--- src/rtl/sprite_pkg.sv ---
// Shared types and constants for the sprite line renderer: OAM word layout,
// sprite-list entry format, row geometry and the render FSM states.
package sprite_pkg;

    localparam int OAM_ADDR_W = 6;

    localparam int OAM_EN_BIT    = 31;
    localparam int OAM_YFLIP_BIT = 30;
    localparam int OAM_XFLIP_BIT = 29;
    localparam int OAM_PRIO_BIT  = 28;
    localparam int OAM_YPOS_LSB  = 18;
    localparam int OAM_XPOS_LSB  = 8;
    localparam int OAM_REF_LSB   = 0;

    localparam int SPRITE_ROWS    = 16;
    localparam int PIXELS_PER_ROW = 16;
    localparam logic [3:0] TRANSPARENT = 4'd0;

    typedef struct packed {
        logic       en;
        logic       yflip;
        logic       xflip;
        logic       prio;
        logic [9:0] ypos;
        logic [9:0] xpos;
        logic [7:0] spr_ref;
    } oam_entry_t;

    typedef struct packed {
        logic [OAM_ADDR_W-1:0] oam_idx;
        logic                  en;
    } list_entry_t;

    typedef enum logic [2:0] {
        ST_IDLE,
        ST_SCAN,
        ST_OAM_CAP,
        ST_ROW_REQ,
        ST_ROW_CAP,
        ST_DRAW,
        ST_DONE
    } render_state_t;

    function automatic logic [3:0] row_pixel(input logic [63:0] row, input logic [3:0] idx);
        return row[{idx, 2'b00} +: 4];
    endfunction

endpackage

--- src/rtl/sprite_row_writer.sv ---
// Serialises one captured 16-pixel sprite row into line-buffer writes,
// applying x-flip, transparency and right-edge clipping; outputs registered.
module sprite_row_writer
    import sprite_pkg::*;
#(
    parameter int H_ACTIVE = 640
) (
    input  logic        clk,
    input  logic        reset_n,
    input  logic        draw_en,
    input  logic [3:0]  p,
    input  logic [63:0] row,
    input  logic [9:0]  xpos,
    input  logic        xflip,
    input  logic        prio,
    output logic        lb_we,
    output logic [9:0]  lb_x,
    output logic [3:0]  lb_color,
    output logic        lb_priority
);

    logic [3:0]  src_p0;
    logic [3:0]  pix_p0;
    logic [10:0] x_p0;
    logic        we_p0;

    // Eleven-bit X so sprites hanging off the right edge clip instead of wrapping.
    always_comb begin
        src_p0 = xflip ? 4'(PIXELS_PER_ROW - 1) - p : p;
        pix_p0 = row_pixel(row, src_p0);
        x_p0   = {1'b0, xpos} + {7'd0, p};
        we_p0  = draw_en && (pix_p0 != TRANSPARENT) && (x_p0 < 11'(H_ACTIVE));
    end

    // p0 -> p1: registered line-buffer write
    always_ff @(posedge clk or negedge reset_n) begin
        if (!reset_n) begin
            lb_we       <= 1'b0;
            lb_x        <= '0;
            lb_color    <= '0;
            lb_priority <= 1'b0;
        end else begin
            lb_we <= we_p0;
            if (we_p0) begin
                lb_x        <= x_p0[9:0];
                lb_color    <= pix_p0;
                lb_priority <= prio;
            end
        end
    end

endmodule

--- src/rtl/sprite_line_renderer.sv ---
// Walks the snapshotted per-line sprite list from the highest entry down,
// fetches OAM and one pixel row per visible sprite and draws it into the line buffer.
module sprite_line_renderer
    import sprite_pkg::*;
#(
    parameter int MAX_OBJECTS_PER_LINE = 32,
    parameter int OAM_ADDR_SIZE        = OAM_ADDR_W,
    parameter int H_ACTIVE             = 640
) (
    input  logic                                          clk,
    input  logic                                          reset_n,
    input  logic [MAX_OBJECTS_PER_LINE*(OAM_ADDR_SIZE+1)-1:0] buffer_array,
    input  logic                                          line_prepared,
    input  logic [9:0]                                    sy,
    output logic [OAM_ADDR_SIZE-1:0]                      oam_addr,
    input  logic [31:0]                                   oam_data,
    output logic [11:0]                                   sprite_addr,
    input  logic [63:0]                                   sprite_data,
    output logic                                          lb_we,
    output logic [9:0]                                    lb_x,
    output logic [3:0]                                    lb_color,
    output logic                                          lb_priority,
    output logic                                          busy,
    output logic                                          line_done
);

    localparam int IDX_W = $clog2(MAX_OBJECTS_PER_LINE);

    render_state_t    state;
    logic [IDX_W-1:0] idx;
    list_entry_t      list_snap [MAX_OBJECTS_PER_LINE];
    logic [9:0]       sy_snap;
    logic             lp_prev;
    logic [9:0]       xpos_q;
    logic             xflip_q;
    logic             prio_q;
    logic [63:0]      row_q;
    logic [3:0]       p;

    oam_entry_t oam_in;
    logic [9:0] row_raw;
    logic       entry_hit;
    logic       start;
    logic       abort;
    logic       last_entry;
    logic       draw_en;

    always_comb begin
        oam_in         = '0;
        oam_in.en      = oam_data[OAM_EN_BIT];
        oam_in.yflip   = oam_data[OAM_YFLIP_BIT];
        oam_in.xflip   = oam_data[OAM_XFLIP_BIT];
        oam_in.prio    = oam_data[OAM_PRIO_BIT];
        oam_in.ypos    = oam_data[OAM_YPOS_LSB +: 10];
        oam_in.xpos    = oam_data[OAM_XPOS_LSB +: 10];
        oam_in.spr_ref = oam_data[OAM_REF_LSB +: 8];
    end

    // Modulo-1024 row: sprites above the line wrap to large values and are skipped.
    assign row_raw    = sy_snap - oam_in.ypos;
    assign entry_hit  = oam_in.en && (row_raw < 10'(SPRITE_ROWS));
    assign start      = line_prepared && !lp_prev && (state == ST_IDLE);
    assign abort      = (state != ST_IDLE) && (!line_prepared || (sy != sy_snap));
    assign last_entry = (idx == '0);
    assign draw_en    = (state == ST_DRAW) && !abort;
    assign oam_addr   = list_snap[idx].oam_idx;

    always_ff @(posedge clk or negedge reset_n) begin
        if (!reset_n) begin
            state       <= ST_IDLE;
            idx         <= '0;
            sy_snap     <= '0;
            lp_prev     <= 1'b1;
            for (int i = 0; i < MAX_OBJECTS_PER_LINE; i++) list_snap[i] <= '0;
            xpos_q      <= '0;
            xflip_q     <= 1'b0;
            prio_q      <= 1'b0;
            row_q       <= '0;
            p           <= '0;
            sprite_addr <= '0;
            busy        <= 1'b0;
            line_done   <= 1'b0;
        end else begin
            lp_prev   <= line_prepared;
            line_done <= 1'b0;
            if (abort) begin
                state <= ST_IDLE;
                busy  <= 1'b0;
            end else begin
                case (state)
                    ST_IDLE: begin
                        if (start) begin
                            for (int i = 0; i < MAX_OBJECTS_PER_LINE; i++)
                                list_snap[i] <= list_entry_t'(buffer_array[i*(OAM_ADDR_SIZE+1) +: (OAM_ADDR_SIZE+1)]);
                            sy_snap <= sy;
                            idx     <= IDX_W'(MAX_OBJECTS_PER_LINE - 1);
                            state   <= ST_SCAN;
                            busy    <= 1'b1;
                        end
                    end
                    ST_SCAN: begin
                        if (list_snap[idx].en) begin
                            state <= ST_OAM_CAP;
                        end else if (last_entry) begin
                            state <= ST_DONE;
                        end else begin
                            idx <= idx - 1'b1;
                        end
                    end
                    ST_OAM_CAP: begin
                        xpos_q  <= oam_in.xpos;
                        xflip_q <= oam_in.xflip;
                        prio_q  <= oam_in.prio;
                        if (entry_hit) begin
                            sprite_addr <= {oam_in.spr_ref,
                                            oam_in.yflip ? 4'(SPRITE_ROWS - 1) - row_raw[3:0] : row_raw[3:0]};
                            state       <= ST_ROW_REQ;
                        end else if (last_entry) begin
                            state <= ST_DONE;
                        end else begin
                            idx   <= idx - 1'b1;
                            state <= ST_SCAN;
                        end
                    end
                    ST_ROW_REQ: state <= ST_ROW_CAP;
                    ST_ROW_CAP: begin
                        row_q <= sprite_data;
                        p     <= '0;
                        state <= ST_DRAW;
                    end
                    ST_DRAW: begin
                        p <= p + 1'b1;
                        if (p == 4'(PIXELS_PER_ROW - 1)) begin
                            if (last_entry) begin
                                state <= ST_DONE;
                            end else begin
                                idx   <= idx - 1'b1;
                                state <= ST_SCAN;
                            end
                        end
                    end
                    ST_DONE: begin
                        state     <= ST_IDLE;
                        busy      <= 1'b0;
                        line_done <= 1'b1;
                    end
                    default: begin
                        state <= ST_IDLE;
                        busy  <= 1'b0;
                    end
                endcase
            end
        end
    end

    sprite_row_writer #(
        .H_ACTIVE(H_ACTIVE)
    ) u_row_writer (
        .clk        (clk),
        .reset_n    (reset_n),
        .draw_en    (draw_en),
        .p          (p),
        .row        (row_q),
        .xpos       (xpos_q),
        .xflip      (xflip_q),
        .prio       (prio_q),
        .lb_we      (lb_we),
        .lb_x       (lb_x),
        .lb_color   (lb_color),
        .lb_priority(lb_priority)
    );

endmodule

--- config.mk ---
export PLATFORM = sky130hd
export DESIGN_NAME = sprite_line_renderer
export DESIGN_NICKNAME = d
export VERILOG_FILES = /design/src/rtl/sprite_pkg.sv /design/src/rtl/sprite_row_writer.sv /design/src/rtl/sprite_line_renderer.sv
export SDC_FILE = /design/constraint.sdc
export NUM_CORES = 1
export LEC_CHECK = 0
export BUFFER_PORTS_ARGS = -buffer_cell sky130_fd_sc_hd__buf_2
export CAP_MARGIN = 30
export CORE_MARGIN = 2
export CORE_UTILIZATION = 50
export CTS_CLUSTER_DIAMETER = 50
export CTS_CLUSTER_SIZE = 8
export DETAILED_ROUTE_END_ITERATION = 10
export PLACE_DENSITY = 0.78
export SYNTH_ARGS = -nofsm -noshare
export SYNTH_HDL_FRONTEND = slang
export SYNTH_HIERARCHICAL = 1
export SYNTH_SLANG_ARGS = --single-unit
export TNS_END_PERCENT = 30
--- constraint.sdc ---
create_clock -name clk -period 3.3 [get_ports clk]
set_input_delay 0.33 -clock clk [delete_from_list [all_inputs] [get_ports clk]]
set_output_delay 0.33 -clock clk [all_outputs]
set_load 0.005 [all_outputs]
==> run summary <==
post-synthesis mux area share - 0.180
reg2reg end - u_row_writer/lb_x[5]
Setup TNS Final - 0 ps
depth of the most critical reg-to-reg path - 10
Post-Synth XOR/XNOR Area - 0.0135
Yosys top cell area share - 0.503
Die Ht - 191 um
Core Footprint - 34500 um2
DRT antenna net count - 0
grt total ovfl - 0
Seq/Total Area, Yosys - 0.505
Tcrit/Tclk final - 0.983
share of post-route cells with drive strength above 1 - 0.280
area grow syn2layout - 39.1%
crit path DAT - 2910 ps
Die ar. - 36500 um2
Root Driver - clkbuf_16
FF-to-FF Start - p[0]
adder-cell share of the synthesized area - 0.0130
Multi-input gate area - 8090 um2
simple-gate share of the synthesized area - 0.192
pwr dens - 706 nW/um2
hold-critical path depth - 2
Syn Nets - 2060
leakage - 12.4 nW
Syn Inst Count - 1710
crit end category - primary output
number of flops mapped to enable cells by yosys - 0
largest family of logic cells by synthesized area - simple AND/OR/NAND/NOR gates
Post-DP HPWL - 33.8 mm
Setup Viol. Count Final - 0
flip-flop and latch area - 8840 um2
Synth Cell Area - 17500 um2
final hold vios - 0
largest net degree at the start of global routing - 138
first-pass GRT wire length - 94.5 mm
filler cell count - 2257
Placed Area - 19900 um2
# nets final - 2709
# IOs - 369
relative slew slack - 0.526
vias in the first global route - 17491
clk_lat worst skew - 590 ps
top_reg_cell synth - dfrtp_1
worst setup margin - 57.5 ps
Worst Hold Launch - oam_data[14]
pre-CTS setup slack - 32.3 ps
Max-Cap Viols - 0
routed vias/inst - 5.77
clock slew at reported path FFs - 50 ps
iteration-0 DRC count of the detailed router - 1679
Critical Path RT - 2970 ps
clock sink count - 353
overall routing resource usage - 0.335
worst-margin pin slew - 711 ps
hold crit path type - input port to flop
Setup CP Type - flop to primary output
Yosys top cell by area - dfrtp_1
async set-reset flop share out of synthesis - 1.00
TritonCTS clock tree - done
Initial Util - 0.507
compound-gate portion of the synthesized area - 0.0619
Yosys cell types - 79
Seq cells post-synth - 353
yosys warns - 6
worst reg2reg setup slack - 130 ps
Hold Slack - 17.3 ps
worst hold endpoint - xpos_q[6]
H-tree lvl count - 2
count of input and output buffers - 368
DRT Pass-1 Iters - 8
Worst Path Max Fanout - 31
synth top area cells - dfrtp_1 (50%), nand2_1 (16%), mux4_2 (8.6%), mux2_2 (6.0%), mux2i_1 (2.2%)
fmax - 0.308 GHz
VDD IR max - 467 uV
Final Slew Violations - 0
total length of routed wires - 60.5 mm
width of the die - 191 um
drt wl/cell - 21.3 um
Final Wtd Congestion - 0.912
routed vias - 16376
Post-route DRC - 0
Rows - 68
critical path launch point type - flop
CTS Buf Count - 53
fin crit period - 3240 ps
RSZ-0062 raised after global routing - yes
outcome - completed
Post-Layout Inst Area - 24300 um2
initial antenna violation count - 2
mean post-synth cell area - 10.2 um2
clock buffer depth - 3
Final Skew - 34.1 ps
critical path, cell delays in order, from the launching register on:
cell and delay, ps:
dfrtp_4 570, buf_16 270, buf_12 180, mux4_2 350, mux4_2 470, mux2_2 340
buf_2 150
through the flow:
stage / power, mW / util / instances
after detailed placement: 11.4 / 0.575 / 2467
after CTS: 16.7 / 0.703 / 2835
after global placement: 11.2 / 0.575 / 2467
after global routing: 18.0 / 0.704 / 2838
final: 17.2 / 0.705 / 2839
after floorplan: 9.81 / - / 1710
placed cells by master (no fill, tap or decap), types with 18 or more instances in the layout:
master	instances
a21oi_1	29
buf_2	367
buf_4	25
clkbuf_16	53
dfrtp_1	349
dlygate4sd3_1	289
inv_1	21
mux2_2	93
mux2i_1	38
mux4_2	67
nand2_1	724
nor2_1	18
o22ai_1	27
xnor2_1	21
final cells by class:
type / count / share of cell area
Tap cell: 455 / 0.0234
Timing Repair Buffer: 697 / 0.215
Multi-Input combinational cell: 1232 / 0.332
Antenna cell: 2 / 0.000206
Clock inverter: 8 / 0.00427
Clock buffer: 70 / 0.0579
Sequential cell: 353 / 0.363
Inverter: 22 / 0.00339
how the worst max path moves through the flow:
stage / from / end / slack (ps) / cells past startpoint
floorplan: p[0] / u_row_writer/lb_x[4] / 240 / 10
global placement: p[0] / u_row_writer/lb_x[2] / 190 / 10
detailed placement: p[0] / u_row_writer/lb_priority / 30 / 10
CTS: p[0] / u_row_writer/lb_x[0] / 30 / 10
global route: idx[1] / oam_addr[5] / -4 / 6
finish: idx[1] / oam_addr[5] / 60 / 6
sequential cells by signal (all words and copies together), names as in the netlist:
name	cells
p	4
u_row_writer/lb_we	1
u_row_writer/lb_priority	1
lp_prev	1
u_row_writer/lb_x	10
xflip_q	1
idx	5
u_row_writer/lb_color	4
prio_q	1
sy_snap	10
list_snap	224
sprite_addr	12
row_q	64
state	3
xpos_q	10
busy	1
line_done	1
where the power goes:
group / switching [mW] / total [mW] / internal [mW] / leakage (nW)
Combinational: 2.91 / 5.53 / 2.62 / 7.08
Clock: 2.01 / 4.97 / 2.96 / 0.729
Sequential: 0.981 / 6.68 / 5.70 / 4.54
repair_timing:
action / in CTS / in global routing
gates resized for setup: 3 / 11
hold endpoints to repair: 359 / 0
cloned: 0 / 1
hold buffers: 289 / 0
buffers inserted: 1 / 1
endpoints found under the setup margin: 6 / 17
kinds of logic after synthesis:
logic type | Yosys count
flip-flops | 353
AO/OA/AOI/OAI | 149
buffers and inverters | 125
XOR/XNOR | 27
AND/OR/NAND/NOR | 828
multiplexers | 211
adder cells (fa/ha/maj) | 17
synthesized netlist by cell type, drive strengths merged (6+ instances only):
| cell | n |
|---|---|
| a211oi | 9 |
| a21oi | 31 |
| a22o | 15 |
| a22oi | 9 |
| buf | 35 |
| clkbuf | 68 |
| dfrtp | 352 |
| ha | 15 |
| inv | 21 |
| mux2 | 103 |
| mux2i | 39 |
| mux4 | 69 |
| nand2 | 725 |
| nand2b | 14 |
| nand3 | 7 |
| nand4 | 8 |
| nor2 | 21 |
| nor2b | 8 |
| nor3 | 11 |
| o21ai | 16 |
| o22ai | 28 |
| xnor2 | 21 |
| xor2 | 6 |
per-layer routing:
metal  track usage  wire length (um)  part of all wire
met1         0.394             21500              0.36
met3        0.0720              5220             0.086
met2         0.566             29900              0.49
met4         0.204              3860             0.064
met5             0                13           0.00021
Note: power is estimated with default switching activity, not from simulation.
